--- config.mk ---
export PLATFORM = sky130hd
export DESIGN_NAME = dual_lane_dispatcher
export DESIGN_NICKNAME = d
export VERILOG_FILES = /design/src/rtl/dispatch_pkg.sv /design/src/rtl/lane_slot.sv /design/src/rtl/dual_lane_dispatcher.sv
export SDC_FILE = /design/constraint.sdc
export NUM_CORES = 1
export LEC_CHECK = 0
export BUFFER_PORTS_ARGS = -buffer_cell sky130_fd_sc_hd__buf_2
export CAP_MARGIN = 25
export CORE_MARGIN = 2
export CORE_UTILIZATION = 25
export DETAILED_ROUTE_END_ITERATION = 8
export PLACE_DENSITY = 0.56
export SYNTH_ARGS = -nofsm -noshare
export SYNTH_HDL_FRONTEND = slang
export SYNTH_SLANG_ARGS = --single-unit
--- constraint.sdc ---
create_clock -name clk -period 3.2 [get_ports clk]
set_input_delay 0.64 -clock clk [delete_from_list [all_inputs] [get_ports clk]]
set_output_delay 0.64 -clock clk [all_outputs]
set_load 0.02 [all_outputs]
--- src/rtl/dispatch_pkg.sv ---
// Shared types and defaults for the dual-lane word dispatcher.
package dispatch_pkg;

   typedef enum logic {
      LANE_A = 1'b0,
      LANE_B = 1'b1
   } lane_e;

   localparam int DEF_WORD_W = 32;
   localparam int DEF_CNT_W  = 16;

endpackage : dispatch_pkg

--- src/rtl/lane_slot.sv ---
// One-entry registered output slot with valid/ready handshake and a wrapping
// count of words loaded since reset or flush.
module lane_slot
   import dispatch_pkg::*;
#(
   parameter int WORD_W = DEF_WORD_W,
   parameter int CNT_W  = DEF_CNT_W
) (
   input  logic              clk,
   input  logic              rst_n,
   input  logic              flush,
   input  logic              load,
   input  logic [WORD_W-1:0] load_data,
   input  logic              ready,
   output logic              valid,
   output logic [WORD_W-1:0] data,
   output logic [CNT_W-1:0]  count,
   output logic              can_accept
);

   logic              valid_r;
   logic [WORD_W-1:0] data_r;
   logic [CNT_W-1:0]  count_r;

   // A slot can take a word when empty or when its current word leaves this edge.
   always_comb begin
      can_accept = (!valid_r) || ready;
   end

   // Slot state: flush clears valid and count but leaves the data register alone.
   always_ff @(posedge clk or negedge rst_n) begin
      if (!rst_n) begin
         valid_r <= 1'b0;
         data_r  <= '0;
         count_r <= '0;
      end else if (flush) begin
         valid_r <= 1'b0;
         count_r <= '0;
      end else if (load) begin
         valid_r <= 1'b1;
         data_r  <= load_data;
         count_r <= count_r + {{(CNT_W-1){1'b0}}, 1'b1};
      end else if (valid_r && ready) begin
         valid_r <= 1'b0;
      end else begin
         valid_r <= valid_r;
      end
   end

   assign valid = valid_r;
   assign data  = data_r;
   assign count = count_r;

endmodule : lane_slot

--- src/rtl/dual_lane_dispatcher.sv ---
// Splits a valid/ready word stream across two registered output lanes, either
// in strict A/B alternation or preferring the pointer lane and falling back.
module dual_lane_dispatcher
   import dispatch_pkg::*;
#(
   parameter int WORD_W = DEF_WORD_W,
   parameter int STRICT = 1,
   parameter int CNT_W  = DEF_CNT_W
) (
   input  logic              clk,
   input  logic              rst_n,
   input  logic              flush,
   input  logic              in_valid,
   output logic              in_ready,
   input  logic [WORD_W-1:0] in_data,
   output logic              a_valid,
   input  logic              a_ready,
   output logic [WORD_W-1:0] a_data,
   output logic              b_valid,
   input  logic              b_ready,
   output logic [WORD_W-1:0] b_data,
   output logic [CNT_W-1:0]  a_count,
   output logic [CNT_W-1:0]  b_count
);

   lane_e ptr_r;
   lane_e ptr_nxt_s;
   lane_e target_s;
   logic  can_a_s;
   logic  can_b_s;
   logic  can_ptr_s;
   logic  can_other_s;
   logic  ready_s;
   logic  accept_s;
   logic  load_a_s;
   logic  load_b_s;

   // Target lane and input readiness; flush blocks any acceptance.
   always_comb begin
      can_ptr_s   = (ptr_r == LANE_A) ? can_a_s : can_b_s;
      can_other_s = (ptr_r == LANE_A) ? can_b_s : can_a_s;
      target_s    = ptr_r;
      ready_s     = 1'b0;
      if (flush) begin
         ready_s = 1'b0;
      end else if (STRICT != 0) begin
         ready_s = can_ptr_s;
      end else begin
         if (can_ptr_s) begin
            target_s = ptr_r;
         end else if (can_other_s) begin
            target_s = (ptr_r == LANE_A) ? LANE_B : LANE_A;
         end else begin
            target_s = ptr_r;
         end
         ready_s = can_a_s || can_b_s;
      end
      accept_s = in_valid && ready_s;
      load_a_s = accept_s && (target_s == LANE_A);
      load_b_s = accept_s && (target_s == LANE_B);
   end

   // Pointer next state: points at the lane opposite the one just loaded.
   always_comb begin
      ptr_nxt_s = ptr_r;
      if (flush) begin
         ptr_nxt_s = LANE_A;
      end else if (accept_s) begin
         case (target_s)
            LANE_A:  ptr_nxt_s = LANE_B;
            LANE_B:  ptr_nxt_s = LANE_A;
            default: ptr_nxt_s = LANE_A;
         endcase
      end else begin
         ptr_nxt_s = ptr_r;
      end
   end

   // Pointer state register.
   always_ff @(posedge clk or negedge rst_n) begin
      if (!rst_n) begin
         ptr_r <= LANE_A;
      end else begin
         ptr_r <= ptr_nxt_s;
      end
   end

   lane_slot #(
      .WORD_W (WORD_W),
      .CNT_W  (CNT_W)
   ) u_lane_a (
      .clk        (clk),
      .rst_n      (rst_n),
      .flush      (flush),
      .load       (load_a_s),
      .load_data  (in_data),
      .ready      (a_ready),
      .valid      (a_valid),
      .data       (a_data),
      .count      (a_count),
      .can_accept (can_a_s)
   );

   lane_slot #(
      .WORD_W (WORD_W),
      .CNT_W  (CNT_W)
   ) u_lane_b (
      .clk        (clk),
      .rst_n      (rst_n),
      .flush      (flush),
      .load       (load_b_s),
      .load_data  (in_data),
      .ready      (b_ready),
      .valid      (b_valid),
      .data       (b_data),
      .count      (b_count),
      .can_accept (can_b_s)
   );

   assign in_ready = ready_s;

endmodule : dual_lane_dispatcher

# After elaboration in Yosys (flattened, before gate mapping)

Index checks and enable logic that the tools add are counted.

$add $sub $neg: 2
Equal/unequal tests: 0
Reductions and logical operators: 16
Order comparisons: 0
Bitwise logic cells: 2
Divide/modulo/power cells: 0
Multiplexer cells: 15
Shifts and indexed selects: 0
Multipliers: 0

Operator list:

| operator              | count |
|---|---|
| $mux 16               | 4 |
| $add 16x1->16 const B | 2 |
| $mux 1                | 10 |
| $reduce_bool 2->1     | 3 |
| $reduce_bool 3->1     | 2 |
| $logic_and 1x1->1     | 5 |
| $reduce_and 2->1      | 2 |
| $logic_not 1->1       | 2 |
| $logic_or 1x1->1      | 2 |
| $not 1->1             | 2 |
| $pmux 1 s2            | 1 |

Output and inout bits: 99
Memories kept: 0
Latch bits: 0
Flip-flop bits (word level): 99
Bits in read-only memories: 0
Logic and storage cells: 42
Bits in writable memories: 0

# Depth between registers and ports, before layout

Gate-level depths: netlist of the first run.

Depth after elaboration: 8
Gate-level depth with buffers: 7
Gate-level depth less buffers: 5

# Cells and area by module

Synthesis of the first run repeated with hierarchy kept, for this count alone.

Cell total of the unflattened synthesis: 321
Area total of the unflattened synthesis: 4260.3 sq um

Modules (own cells, without submodules):

| module               | area an instance (sq um) | times used | cells an instance |
|---|---|---|---|
| lane_slot            | 2085.8                   | 2          | 156 |
| dual_lane_dispatcher | 88.8                     | 1          | 9 |

# Least setup slack after synthesis of the first run

OpenSTA, ideal clock, no wires.

Path kind: input to output
Start: input a_ready
End: output in_ready
Stages on the path: 4
Data required time: 2.560 ns
Setup slack: 0.957 ns
Arrival time: 1.603 ns
Cells stage by stage: nand2b_1 clkbuf_1 nor2_1 a211oi_1

Longest elaborated chain between the ends: 3

Ends and longest elaborated chain:

| element            | line                       | source |
|---|---|---|
| start: declaration | dual_lane_dispatcher.sv:17 | `input logic a_ready,` |
| $logic_or 1x1->1   | lane_slot.sv:27            | `can_accept = (!valid_r) \|\| ready;` |
| $mux 1             | dual_lane_dispatcher.sv:40 | `can_ptr_s = (ptr_r == LANE_A) ? can_a_s : can_b_s;` |
| $mux 1             | dual_lane_dispatcher.sv:44 | `if (flush) begin` |
| end: declaration   | dual_lane_dispatcher.sv:14 | `output logic in_ready,` |

No other way between the ends.

# Worst setup path after layout of the first run

Ends and elaborated chain as after synthesis.

==> results of run 1 <==
cell usage in the layout, fill, tap and decap left out, types with 6 or more instances in the layout:
cell       count
dfrtp_1       99
or3_1          8
buf_2        135
clkbuf_16      9
o31ai_1        6
nand2_1       15
mux2_2        64
nand4_1        9
xor2_1         7
nor2_1        14
o21ai_0       12
nand3_1       11
a21oi_1       18
per-stage QoR:
stage               setup WS (ps)  cell area, um2  power, uW
floorplan                   957.1            4167       2085
global placement            776.2            5105       2406
detailed placement          665.4            5105       2424
CTS                         933.9            5448       3696
global route                766.0            5448       3822
finish                      923.2            5448       3632
power by group:
| part | internal (uW) | switching, uW |
|---|---|---|
| sequential | 1460 | 112 |
| clock | 766 | 476 |
| combinational | 332 | 483 |
| total | 2560 | 1070 |
metal layers:
layer | up-vias | wire length (um)
met5 | - | 0
met4 | 0 | 174
met3 | 12 | 679
met2 | 100 | 4658
met1 | 1534 | 4439
li1 | 1451 | -
critical path, delay by kind of cell:
kind / cells / cell delay, ps
AOI/OAI and AO/OA: 1 / 270
buffers and inverters: 2 / 310
and+or+nand+nor: 2 / 420
flip-flops by register name, indices dropped and copies added (netlist names):
signal / cells
ptr_r: 1
u_lane_a.count: 16
u_lane_a.data: 32
u_lane_a.valid: 1
u_lane_b.count: 16
u_lane_b.data: 32
u_lane_b.valid: 1
path summary, 6_finish.rpt:
| path | from | endpoint | slack, ps | depth (start not counted) |
|---|---|---|---|---|
| max | a_ready | in_ready | 920 | 5 |
| min | rst_n | u_lane_b.data[15] | 250 | 1 |
| max reg2reg | ptr_r | u_lane_a.data[11] | 980 | 5 |
| min reg2reg | u_lane_b.count[15] | u_lane_b.count[15] | 480 | 1 |
| max in group asynchronous | rst_n | u_lane_a.data[2] | 2230 | 2 |
| min in group clk | u_lane_b.count[15] | u_lane_b.count[15] | 480 | 1 |
cell families (layout without fill, tap and decap cells):
family	count (synthesis)	count (layout)	synth area share
fa+ha+maj	2	2	0.006005
compound gates	38	38	0.05075
xor+xnor	12	12	0.02523
flops	99	99	0.5946
buf+inv	19	160	0.02252
mux	67	67	0.1802
simple gates	90	90	0.1207
area by class of cell:
| type | count | area, um2 |
|---|---|---|
| clock buffers | 10 | 229.0 |
| clock inverters | 6 | 113.9 |
| fillers | 1651 | 10960 |
| inverters | 3 | 11.26 |
| multi-input cells | 209 | 1608 |
| flip-flops and latches | 99 | 2477 |
| well taps | 220 | 275.3 |
| repair buffers | 141 | 733.2 |
==> reports/summary.txt, run 1 <==
status -> complete, no violations
PortBufs -> 136
post-synth cell types -> 33
Most common cell on crit path -> buf_2
Core Area -> 16410 um2
die height -> 133.1 um
average wire per standard cell -> 14.46 um
worst vdd ir -> 0.0003015 V
CP Class -> input port to output port
TNS Setup -> 0 ps
Hold WC Path Type -> input port to async pin
drt drc -> 0
max cap viols -> 0
Post-synth ARST share -> 1.000
CTS tree -> yes
Most Crowded Layer GR -> met2
minimum clock period -> 2277 ps
CP Launch Type -> input port
Synth Cell Area -> 4166 um2
antenna violations before repair -> 0
aggregate global-route resource usage -> 0.1169
period utilization -> 0.7115
Worst-Skew Late Latency -> 340 ps
vias in the first global route -> 3223
antenna fix cells -> 0
crit-path cells -> buf_2 > nand2b_1 > nor2_1 > a211oi_1 > buf_2
Crit path largest cell delay -> 310 ps
First-pass DRT Iterations -> 4
Slew headroom -> 0.6511
placed cell count -> 672
Net Count, Synth -> 367
Synth top area share -> 0.5946
critical path peak fanout -> 9
post-CTS sizing -> 0
met2 usage -> 0.1880
row count -> 47
setup violators final -> 0
RSZ-0062 raised after global routing -> false
clk root buf -> clkbuf_16
Clock Tree Buf Depth -> 2
WL final -> 9.951 mm
Post-synth EDFFs -> 0
count leader, synth -> dfrtp_1
share of post-route cells with drive strength above 1 -> 0.4850
final core utilization -> 0.3320
met1 usage -> 0.1466
Synth Flop Type -> dfrtp_1
Final Non-Filler Cells -> 688
FMAX -> 439.2 MHz
GPL Wtd Cong -> 0.7101
Clock Sinks -> 99
die area -> 17710 um2
# hold bufs at CTS -> 0
final antenna-violating net count -> 0
largest net degree at the start of global routing -> 64
Slew @ Worst Pin -> 510.1 ps
ranking of synthesized cells by area -> dfrtp_1, mux2_2, a21oi_1
synthesized flop and latch total -> 99
crit path DAT -> 1640 ps
boundary pin count -> 137
CTS buffer count -> 9
Worst setup EP type -> output port
post-CTS setup repair buffer count -> 0
clk_skew -> 7.247 ps
max-slew violation count -> 0
most instantiated cells after synthesis -> dfrtp_1, mux2_2, a21oi_1
Ys Warns -> 0
first-pass GRT wire length -> 16.59 mm
drt initial violations -> 105
synthesized instance count -> 327
final hold viol count -> 0
Area Growth Syn to Fin -> 30.75%
H-tree depth -> 3
Clock Pin Slew Worst Setup and Hold Paths -> 70 ps
synthesized area per cell -> 12.74 um2
GRT met3 Usage -> 0.03349
grt ovf -> 0
Cell Pwr Density -> 666.7 nW/um2
P_leak -> 0.002511 uW
Initial Util -> 0.2539
CP Data Required Time -> 2560 ps
Die X -> 133.1 um
Vias/cell -> 4.501
leading area contributor after synthesis -> dfrtp_1
Post-DP HPWL -> 7.031 mm
hold slack -> 249.5 ps
master of the slowest instance on the critical path -> nand2b_1
fin nets -> 503
sequential element share of the synthesized area -> 0.5946
Vias -> 3097
No activity file was read; power rests on OpenSTA's default activity.
==> inputs of run 2 (changes only) <==
--- a/config.mk
+++ b/config.mk
@@ -5,6 +5,7 @@
 export SDC_FILE = /design/constraint.sdc
 export NUM_CORES = 1
 export LEC_CHECK = 0
+export ABC_AREA = 1
 export BUFFER_PORTS_ARGS = -buffer_cell sky130_fd_sc_hd__buf_2
 export CAP_MARGIN = 25
 export CORE_MARGIN = 2
==> constraint.sdc (replaced) <==
create_clock -name clk -period 2.1 [get_ports clk]
set_input_delay 0.42 -clock clk [delete_from_list [all_inputs] [get_ports clk]]
set_output_delay 0.42 -clock clk [all_outputs]
set_load 0.02 [all_outputs]
==> reports/summary.txt, run 2 <==
dpl cell area -> 5406 um2 (was 5105 um2)
CP Launch Type -> flip-flop (was input port)
final antenna-violating net count -> 0 (unchanged)
Synth Flop Type -> dfrtp_1 (unchanged)
main combinational cell family by area after synthesis -> simple AND/OR/NAND/NOR gates (was multiplexers)
final hold viol count -> 0 (unchanged)
average wire per standard cell -> 13.49 um (was 14.46 um)
sequential element share of the synthesized area -> 0.5596 (was 0.5946)
Worst-Skew Late Latency -> 350 ps (was 340 ps)
sequential share of power -> 0.431 (was 0.434)
max-slew violation count -> 0 (unchanged)
GPL Wtd Cong -> 0.7807 (was 0.7101)
ranking of synthesized cells by area -> dfrtp_1, nand2_1, nor2_1 (was dfrtp_1, mux2_2, a21oi_1)
Area Growth Syn to Fin -> 29.76% (was 30.75%)
fin nets -> 734 (was 503)
grt ovf -> 0 (unchanged)
master of the slowest instance on the critical path -> dfrtp_1 (was nand2b_1)
CP Data Required Time -> 1680 ps (was 2560 ps)
First-pass DRT Iterations -> 4 (unchanged)
boundary pin count -> 137 (unchanged)
# hold bufs at CTS -> 0 (unchanged)
crit path DAT -> 1280 ps (was 1640 ps)
Slew headroom -> 0.6636 (was 0.6511)
period utilization -> 0.8118
CTS buffer count -> 9 (unchanged)
leading area contributor after synthesis -> dfrtp_1 (unchanged)
setup violators final -> 0 (unchanged)
Vias/cell -> 4.332 (was 4.501)
Post-synth ARST share -> 1.000 (unchanged)
count leader, synth -> nand2_1 (was dfrtp_1)
P_leak -> 0.003137 uW (was 0.002511 uW)
CP Class -> flip-flop to output port (was input port to output port)
Ys Warns -> 0 (unchanged)
Core Area -> 17300 um2 (was 16410 um2)
post-CTS sizing -> 0 (unchanged)
first-pass GRT wire length -> 20.23 mm (was 16.59 mm)
sw frac -> 0.3348 (was 0.2948)
Post-synth EDFFs -> 0 (unchanged)
die area -> 18790 um2 (was 17710 um2)
clk root buf -> clkbuf_16 (unchanged)
aggregate global-route resource usage -> 0.1394 (was 0.1169)
Cell Pwr Density -> 1010 nW/um2 (was 666.7 nW/um2)
die height -> 137.1 um (was 133.1 um)
Die X -> 137.1 um (was 133.1 um)
Clk pwr share -> 0.324 (was 0.342)
post-CTS setup repair buffer count -> 0 (unchanged)
most instantiated cells after synthesis -> nand2_1, dfrtp_1, nor2_1 (was dfrtp_1, mux2_2, a21oi_1)
minimum clock period -> 1705 ps
most common cell after layout, fill and taps aside -> nand2_1 (was buf_2)
Int Power -> 3861 uW (was 2561 uW)
synthesized flop and latch total -> 99 (unchanged)
PortBufs -> 136 (unchanged)
antenna violations before repair -> 0 (unchanged)
H-tree depth -> 3 (unchanged)
Synth Area in Compound Gates -> 0.05568 (was 0.05075)
Clock Tree Buf Depth -> 2 (unchanged)
CTS tree -> yes (unchanged)
finished layout cell area -> 5744 um2 (was 5448 um2)
synthesized area per cell -> 7.962 um2 (was 12.74 um2)
worst vdd ir -> 0.0004943 V (was 0.0003015 V)
RSZ-0062 raised after global routing -> false (unchanged)
Vias -> 4003 (was 3097)
Worst setup EP type -> output port (unchanged)
Synth Cell Area -> 4427 um2 (was 4166 um2)
Post-DP HPWL -> 8.737 mm (was 7.031 mm)
Switch Pwr -> 1943 uW (was 1071 uW)
clk_skew -> 5.834 ps (was 7.247 ps)
Initial Util -> 0.2559 (was 0.2539)
dpl ws -> 379.2 ps (was 665.4 ps)
Clock Pin Slew Worst Setup and Hold Paths -> 70 ps (about the same)
max cap viols -> 0 (unchanged)
Net Count, Synth -> 596 (was 367)
Synth top area share -> 0.5596 (was 0.5946)
Combinational Power Share -> 0.246 (was 0.225)
FMAX -> 586.6 MHz
drt initial violations -> 203 (was 105)
Clock Sinks -> 99 (unchanged)
synthesized instance count -> 556 (was 327)
vias in the first global route -> 3925 (was 3223)
WL final -> 12.47 mm (was 9.951 mm)
row count -> 48 (was 47)
Hold WC Path Type -> input port to async pin (unchanged)
post-synth cell types -> 24 (was 33)
status -> complete, no violations (unchanged)
largest net degree at the start of global routing -> 40 (was 64)
PnR worst setup slack -> 395.2 ps (was 923.2 ps)
Synth Area in Simple Gates -> 0.3157 (was 0.1207)
critical path peak fanout -> 4 (was 9)
Slew @ Worst Pin -> 504.6 ps (was 510.1 ps)
Crit path largest cell delay -> 420 ps (was 310 ps)
xor and xnor area share after synthesis -> 0.005936 (was 0.02523)
TNS Setup -> 0 ps (unchanged)
leading cell types in the layout, fill and taps excluded -> nand2_1, buf_2, dfrtp_1 (was buf_2, dfrtp_1, mux2_2)
crit-path cells -> inv_1 > nor2_1 > nand2_1 > nand2_2 > buf_2 (was buf_2 > nand2b_1 > nor2_1 > a211oi_1 > buf_2)
drt drc -> 0 (unchanged)
antenna fix cells -> 0 (unchanged)
multiplexer share of the synthesized area -> 0 (was 0.1802)
share of post-route cells with drive strength above 1 -> 0.2432 (was 0.4850)
Post-Synth Adder-Cell Area -> 0.005653 (was 0.006006)
[run 2: cell count changes after synthesis, sizes merged, moves of 5 or more]
cell and delta:
or4 -6, mux2 -64, or3 -9, nor2 +25
buf +6, xnor2 -5, nand3 +18, inv +36
nand2 +241, nor2b -6, nand4 +7, nand2b -5
o21ai +8
[run 2: cell families after synthesis]
| logic type | after synthesis |
|---|---|
| AOI/OAI and AO/OA | 45 |
| xor gates and xnor gates | 3 |
| adders and majority gates | 2 |
| buffers and inverters | 61 |
| DFF | 99 |
| and+or+nand+nor | 346 |
[run 2: final cells by class]
type / instances / area (um2)
well taps: 225 / 281.5
repair buffers: 149 / 805.8
flip-flops and latches: 99 / 2477
fillers: 1857 / 11550
clock inverters: 5 / 85.08
multi-input cells: 396 / 1695
clock buffers: 11 / 252.7
inverters: 39 / 146.4
[run 2: path summary, 6_finish.rpt]
| check | cells after the start | slack (ps) | from | endpoint |
|---|---|---|---|---|
| worst max-delay path | 5 | 400 | ptr_r | in_ready |
| worst max register to register | 8 | 460 | u_lane_b.count[1] | u_lane_b.count[10] |
| min in group clk | 3 | 270 | in_data[21] | u_lane_b.data[21] |
| worst min register to register | 2 | 480 | u_lane_a.data[28] | u_lane_a.data[28] |
| max in group asynchronous | 2 | 1470 | rst_n | u_lane_a.data[1] |
| worst min-delay path | 1 | 30 | rst_n | u_lane_b.data[18] |
[run 2: critical path, delay by kind of cell (launching register included)]
kind,cells,cell delay [ps]
flip-flops,1,420
buffers and inverters,2,270
AND/OR/NAND/NOR,3,240
[run 2: per-layer routing]
metal  up-vias  track usage  share of wire
met1      1874       0.1812           0.46
met2        99       0.2148           0.45
met3        11      0.04630          0.074
met5         -            0              0
met4         0      0.05326          0.016
li1       2019            -              -
[run 2: power by group through the flow]
stage,clock (uW),sequential [uW],combinational [uW]
after global placement,0,2530,1450
final,1880,2500,1430
after global routing,2010,2550,1580
after CTS,1930,2510,1450
after detailed placement,0,2520,1460
after floorplan,0,2970,385
[run 2: stage by stage]
step	std cells	utilization	hold WS (ps)	total power (uW)
detailed placement	908	0.3126	428.8	3979
CTS	924	0.3321	43.25	5894
finish	924	0.3321	31.04	5804
floorplan	556	-	124.4	3356
global route	924	0.3321	60.61	6139
global placement	908	0.3126	431.7	3978
